==> src/rtl/key_debounce_pkg.sv <==
// Shared types and polarity constants for the key debouncer.
// Keys and debounced levels are active-low throughout.
package key_debounce_pkg;

  typedef enum logic [1:0] {
    UP           = 2'b00,
    PRESS_WAIT   = 2'b01,
    DOWN         = 2'b10,
    RELEASE_WAIT = 2'b11
  } key_state_e;

  localparam logic KEY_PRESSED  = 1'b0;
  localparam logic KEY_RELEASED = 1'b1;

  // Debounced level presented while sitting in a given state.
  function automatic logic level_of(input key_state_e st);
    logic lvl;
    case (st)
      DOWN, RELEASE_WAIT: lvl = KEY_PRESSED;
      default:            lvl = KEY_RELEASED;
    endcase
    return lvl;
  endfunction

endpackage

==> src/rtl/key_debounce_ch.sv <==
// One debounce channel: 2-flop synchroniser, qualification counter,
// four-state FSM and registered level/strobe outputs.
module key_debounce_ch
  import key_debounce_pkg::*;
#(
  parameter int unsigned DEBOUNCE_CYCLES = 32'd1_000_000
) (
  input  logic clk,
  input  logic rst_n,
  input  logic key_in,
  output logic key_out,
  output logic key_press,
  output logic key_release
);

  localparam int unsigned CNT_W = (DEBOUNCE_CYCLES > 32'd1) ? $clog2(DEBOUNCE_CYCLES) : 32'd1;
  localparam logic [CNT_W-1:0] CNT_MAX  = CNT_W'(DEBOUNCE_CYCLES - 32'd1);
  localparam logic [CNT_W-1:0] CNT_ZERO = {CNT_W{1'b0}};
  localparam logic [CNT_W-1:0] CNT_ONE  = CNT_W'(32'd1);

  logic             sync1_r, sync2_r, key_s;
  key_state_e       state_r, next_state_s;
  logic [CNT_W-1:0] cnt_r, cnt_next_s;
  logic             key_out_r, key_press_r, key_release_r;

  assign key_s = sync2_r;

  // Synchroniser: idles at the released level so reset never looks like a press.
  always_ff @(posedge clk or negedge rst_n) begin
    if (!rst_n) begin
      sync1_r <= KEY_RELEASED;
      sync2_r <= KEY_RELEASED;
    end else begin
      sync1_r <= key_in;
      sync2_r <= sync1_r;
    end
  end

  // Next-state and counter logic; any reversal during a wait aborts it.
  always_comb begin
    next_state_s = state_r;
    cnt_next_s   = cnt_r;
    case (state_r)
      UP: begin
        cnt_next_s = CNT_ZERO;
        if (key_s == KEY_PRESSED) begin
          next_state_s = PRESS_WAIT;
        end else begin
          next_state_s = UP;
        end
      end
      PRESS_WAIT: begin
        if (key_s == KEY_RELEASED) begin
          next_state_s = UP;
          cnt_next_s   = CNT_ZERO;
        end else if (cnt_r == CNT_MAX) begin
          next_state_s = DOWN;
          cnt_next_s   = CNT_ZERO;
        end else begin
          cnt_next_s   = cnt_r + CNT_ONE;
        end
      end
      DOWN: begin
        cnt_next_s = CNT_ZERO;
        if (key_s == KEY_RELEASED) begin
          next_state_s = RELEASE_WAIT;
        end else begin
          next_state_s = DOWN;
        end
      end
      RELEASE_WAIT: begin
        if (key_s == KEY_PRESSED) begin
          next_state_s = DOWN;
          cnt_next_s   = CNT_ZERO;
        end else if (cnt_r == CNT_MAX) begin
          next_state_s = UP;
          cnt_next_s   = CNT_ZERO;
        end else begin
          cnt_next_s   = cnt_r + CNT_ONE;
        end
      end
      default: begin
        next_state_s = UP;
        cnt_next_s   = CNT_ZERO;
      end
    endcase
  end

  // State, counter and outputs registered together so level and strobe align.
  always_ff @(posedge clk or negedge rst_n) begin
    if (!rst_n) begin
      state_r       <= UP;
      cnt_r         <= CNT_ZERO;
      key_out_r     <= KEY_RELEASED;
      key_press_r   <= 1'b0;
      key_release_r <= 1'b0;
    end else begin
      state_r       <= next_state_s;
      cnt_r         <= cnt_next_s;
      key_out_r     <= level_of(next_state_s);
      key_press_r   <= (state_r == PRESS_WAIT)   && (next_state_s == DOWN);
      key_release_r <= (state_r == RELEASE_WAIT) && (next_state_s == UP);
    end
  end

  assign key_out     = key_out_r;
  assign key_press   = key_press_r;
  assign key_release = key_release_r;

endmodule

==> src/rtl/key_debounce.sv <==
// Multi-key debouncer: N_KEYS independent channels of active-low
// levels with single-cycle press/release strobes.
module key_debounce #(
  parameter int unsigned N_KEYS          = 32'd2,
  parameter int unsigned DEBOUNCE_CYCLES = 32'd1_000_000
) (
  input  logic              clk,
  input  logic              rst_n,
  input  logic [N_KEYS-1:0] key_in,
  output logic [N_KEYS-1:0] key_out,
  output logic [N_KEYS-1:0] key_press,
  output logic [N_KEYS-1:0] key_release
);

  for (genvar gi = 0; gi < N_KEYS; gi++) begin : g_ch
    key_debounce_ch #(
      .DEBOUNCE_CYCLES(DEBOUNCE_CYCLES)
    ) u_ch (
      .clk        (clk),
      .rst_n      (rst_n),
      .key_in     (key_in[gi]),
      .key_out    (key_out[gi]),
      .key_press  (key_press[gi]),
      .key_release(key_release[gi])
    );
  end

endmodule
==> config.mk <==
export PLATFORM = sky130hd
export DESIGN_NAME = key_debounce
export DESIGN_NICKNAME = d
export VERILOG_FILES = /design/src/rtl/key_debounce_pkg.sv /design/src/rtl/key_debounce_ch.sv /design/src/rtl/key_debounce.sv
export SDC_FILE = /design/constraint.sdc
export NUM_CORES = 1
export LEC_CHECK = 0
export ABC_AREA = 1
export BUFFER_PORTS_ARGS = -buffer_cell sky130_fd_sc_hd__buf_4
export CORE_AREA = 2 2 111 113
export CTS_BUF_LIST = sky130_fd_sc_hd__clkbuf_8
export CTS_CLUSTER_DIAMETER = 200
export DETAILED_ROUTE_END_ITERATION = 12
export DIE_AREA = 0 0 113 115
export PLACE_DENSITY = 0.46
export SYNTH_ARGS = -nofsm -noshare
export SYNTH_HDL_FRONTEND = slang
export SYNTH_SLANG_ARGS = --single-unit
==> constraint.sdc <==
create_clock -name clk -period 2 [get_ports clk]
set_clock_uncertainty 0.2 [all_clocks]
set_input_delay 0.2 -clock clk [delete_from_list [all_inputs] [get_ports clk]]
set_output_delay 0.2 -clock clk [all_outputs]
set_load 0.02 [all_outputs]
==> impl_metrics.tcl <==
set metrics [dict create \
    clockBufferDepth 2 \
    wire_per_inst_um 10.8 \
    setup_viol 0 \
    num_vias 2221 \
    final-hold-violation-count 0 \
    fmax_ghz 0.555 \
    fp.coreArea_um2 11800 \
    drv_slew 0 \
    critPathLaunchType "flop" \
    end_kind "flop" \
    grt_overflow 0 \
    internal-power_mw 1.48 \
    dr.first_iter.drc_count 148 \
    ios 10 \
    drt-total-wl_um 5830 \
    path_delay_family "simple AND/OR/NAND/NOR gates" \
    grt_max_degree 55 \
    timing.final.crit_share 0.900 \
    p_comb_frac 0.037 \
    tightest_slew_ns 0.706 \
    syn_nets 379 \
    firstDrtPassIters 8 \
    path_buf_inv 1 \
    area_delta_synth_final_pct 13.4 \
    die_h_um 115 \
    sequentialPowerShare 0.585 \
    cp.required_ns 2.05 \
    fin_nets 396 \
    cts_setup_buffers 0 \
    placed_area_um2 3110 \
    diodes 0 \
    p_per_area_nw_per_um2 584 \
    cts_tree "built" \
    pre_cts_ws_ns 0.0230 \
    slowest_stage "dfrtp_1" \
    design_area_um2 3250 \
    die_x_um 113 \
    row_count 40 \
    leakage_nw 1.43 \
    vdd_drop_max_mv 0.240 \
    yosys.cell_types.count 29 \
    finalCoreUtilization 0.275 \
    cts.clk_slew.worst_paths_ns 0.09 \
    clkSinkCount 54 \
    path_common_cell "nor2_1" \
    grt_usage 0.100 \
    cap_violations 0 \
    cpPeakStageDelay_ns 0.41 \
    synth.yosys.warnings 0 \
    rsz0062_at_grt "false" \
    syn-mean-instance-area_um2 7.69 \
    hpwlAfterDp_um 4250 \
    worst_slack_ns 0.200 \
    layout-drive-gt1-share 0.138 \
    crit_fanout 8 \
    grt_pass1_vias 2223 \
    switching_share 0.223 \
    whs_ns 0.160 \
    ys_seq_elements 54 \
    gp_congestion 0.804 \
    yosys-top-cells-area "dfrtp_1 (42%), nand2_1 (12%), nor2_1 (11%)" \
    clk_latency_ns 0.32 \
    fin_tns_setup_ns 0 \
    violations "DRC" \
    relSlewSlack 0.530 \
    vias_per_cell 4.13 \
    path_class "flop to flop" \
    status "finished with violations" \
    antenna_found_initial 0 \
    drtAntennaViolNets 0 \
    clockRootBuffer "clkbuf_8" \
    worstPathCellList "ha_1 -> nand2_2 -> nor2_1 -> nand4_1 -> nor2_1 -> nor2_2 -> inv_1 -> nor2_1" \
    cp_data_arrival_time_ns 1.85 \
    hp-class "flop to flop" \
    netlist_instances 373 \
    syn_area_um2 2870 \
    synth-seq-area-share 0.474 \
    cts_made_buffers 5 \
    remaining_drc_errors 1 \
    dieArea_um2 13000 \
    grt_pass1_wl_um 10500 \
    htreeDepth 2 \
    port_buffers 9 \
    switching_power_mw 0.423 \
    yosys.area.top_type "dfrtp_1" \
    p_clk_frac 0.378 \
    period_needed_ns 1.80 \
    synth.top_cell.area_share 0.419 \
    initial_core_util 0.243 \
]
## cell families (layout without fill, tap and decap cells)
logic type	count (synthesis)	in the layout	synth area share
compound gates	16	16	0.0310
xor+xnor	13	13	0.0397
fa+ha+maj	2	2	0.00872
buf+inv	61	79	0.0894
flops	54	54	0.474
simple gates	227	227	0.358
## final timing paths
kind | startpoint | end | slack (ns) | cells after the start
worst max-delay path | g_ch[1].u_ch.cnt_r[0] | g_ch[1].u_ch.cnt_r[8] | 0.20 | 8
worst min-delay path | g_ch[0].u_ch.sync1_r | g_ch[0].u_ch.key_s | 0.16 | 0
worst max register to register | g_ch[1].u_ch.cnt_r[0] | g_ch[1].u_ch.cnt_r[8] | 0.20 | 8
worst min register to register | g_ch[0].u_ch.sync1_r | g_ch[0].u_ch.key_s | 0.16 | 0
max in group asynchronous | rst_n | g_ch[1].u_ch.key_release | 0.86 | 2
min in group asynchronous | rst_n | g_ch[0].u_ch.cnt_r[16] | 0.25 | 2
## state kept, by name, summed over array words and instances, names as in the netlist
register,flops
g_ch.u_ch.key_s,2
g_ch.u_ch.cnt_r,40
g_ch.u_ch.key_press,2
g_ch.u_ch.sync1_r,2
g_ch.u_ch.key_release,2
g_ch.u_ch.key_out,2
g_ch.u_ch.state_r,4
## synth_stat cells
cell type and count:
a21oi_1 8, a31oi_1 2, buf_2 1, buf_4 7, dfrtp_1 48, dfstp_2 6, ha_1 2, inv_1 52
inv_2 1, nand2_1 88, nand2_2 3, nand2_4 2, nand3_1 15, nand3_2 3, nand4_1 9, nor2_1 83
nor2_2 6, nor2_4 5, nor2_8 1, nor3_1 9, nor3_2 1, nor4_1 1, o21a_1 1, o21ai_0 3
o21ai_1 1, o21ai_2 1, or2_0 1, xnor2_1 3, xor2_1 10
## timing repair
| action | 4_1_cts | 5_1_grt |
|---|---|---|
| hold endpoints to repair | 50 | 0 |
| setup endpoints to repair | 2 | 1 |
| hold buffers | 3 | 0 |
| gates cloned | 0 | 0 |
| gates resized for setup | 1 | 1 |
| pin swaps | 0 | 0 |
## routing by layer
layer / share of wire / track usage
met4: 0.016 / 0.0341
met1: 0.53 / 0.141
met2: 0.42 / 0.150
met5: 0 / 0
met3: 0.033 / 0.0253
## worst reg2reg max path, delay by kind of cell (launching register included)
kind	cells	cell delay [ns]
adders and majority gates	1	0.23
buffers and inverters	1	0.23
DFF	1	0.41
and+or+nand+nor	6	0.68
## area by class of cell
cell class                      instances  area (µm²)
Fill cell                            1287        8560
Sequential cell                        54        1360
Multi-Input combinational cell        258        1260
Inverter                               53         199
Tap cell                              147         184
Timing Repair Buffer                   18         143
Clock buffer                            8         110
## power by group through the flow
stage	combinational, mW	sequential (mW)	clock, mW
2_1_floorplan	0.0284	1.13	0
3_3_place_gp	0.0667	1.13	0
3_5_place_dp	0.0675	1.13	0
4_1_cts	0.0729	1.11	0.758
5_1_grt	0.0812	1.11	0.808
6_report	0.0695	1.11	0.718
## through the flow
step                instances  total power, mW
finish                    538             1.90
global route              538             2.00
CTS                       538             1.94
detailed placement        527             1.20
global placement          527             1.20
floorplan                 373             1.16
## placed cells by master, fill, tap and decap left out
master / count
nand2_1: 88
nor2_1: 81
inv_1: 52
dfrtp_1: 48
nand3_1: 15
buf_4: 15
xor2_1: 10
nor3_1: 9
nand4_1: 9
nor2_2: 8
a21oi_1: 8
clkbuf_8: 8
dfstp_2: 6
nor2_4: 5
nand3_2: 3
nand2_2: 3
xnor2_1: 3
o21ai_0: 3
dlygate4sd3_1: 3
nand2_4: 2
a31oi_1: 2
ha_1: 2
inv_2: 1
nor4_1: 1
o21ai_2: 1
nor2_8: 1
nor3_2: 1
o21a_1: 1
o21ai_1: 1
or2_0: 1
Note: power is estimated with default switching activity, not from simulation.
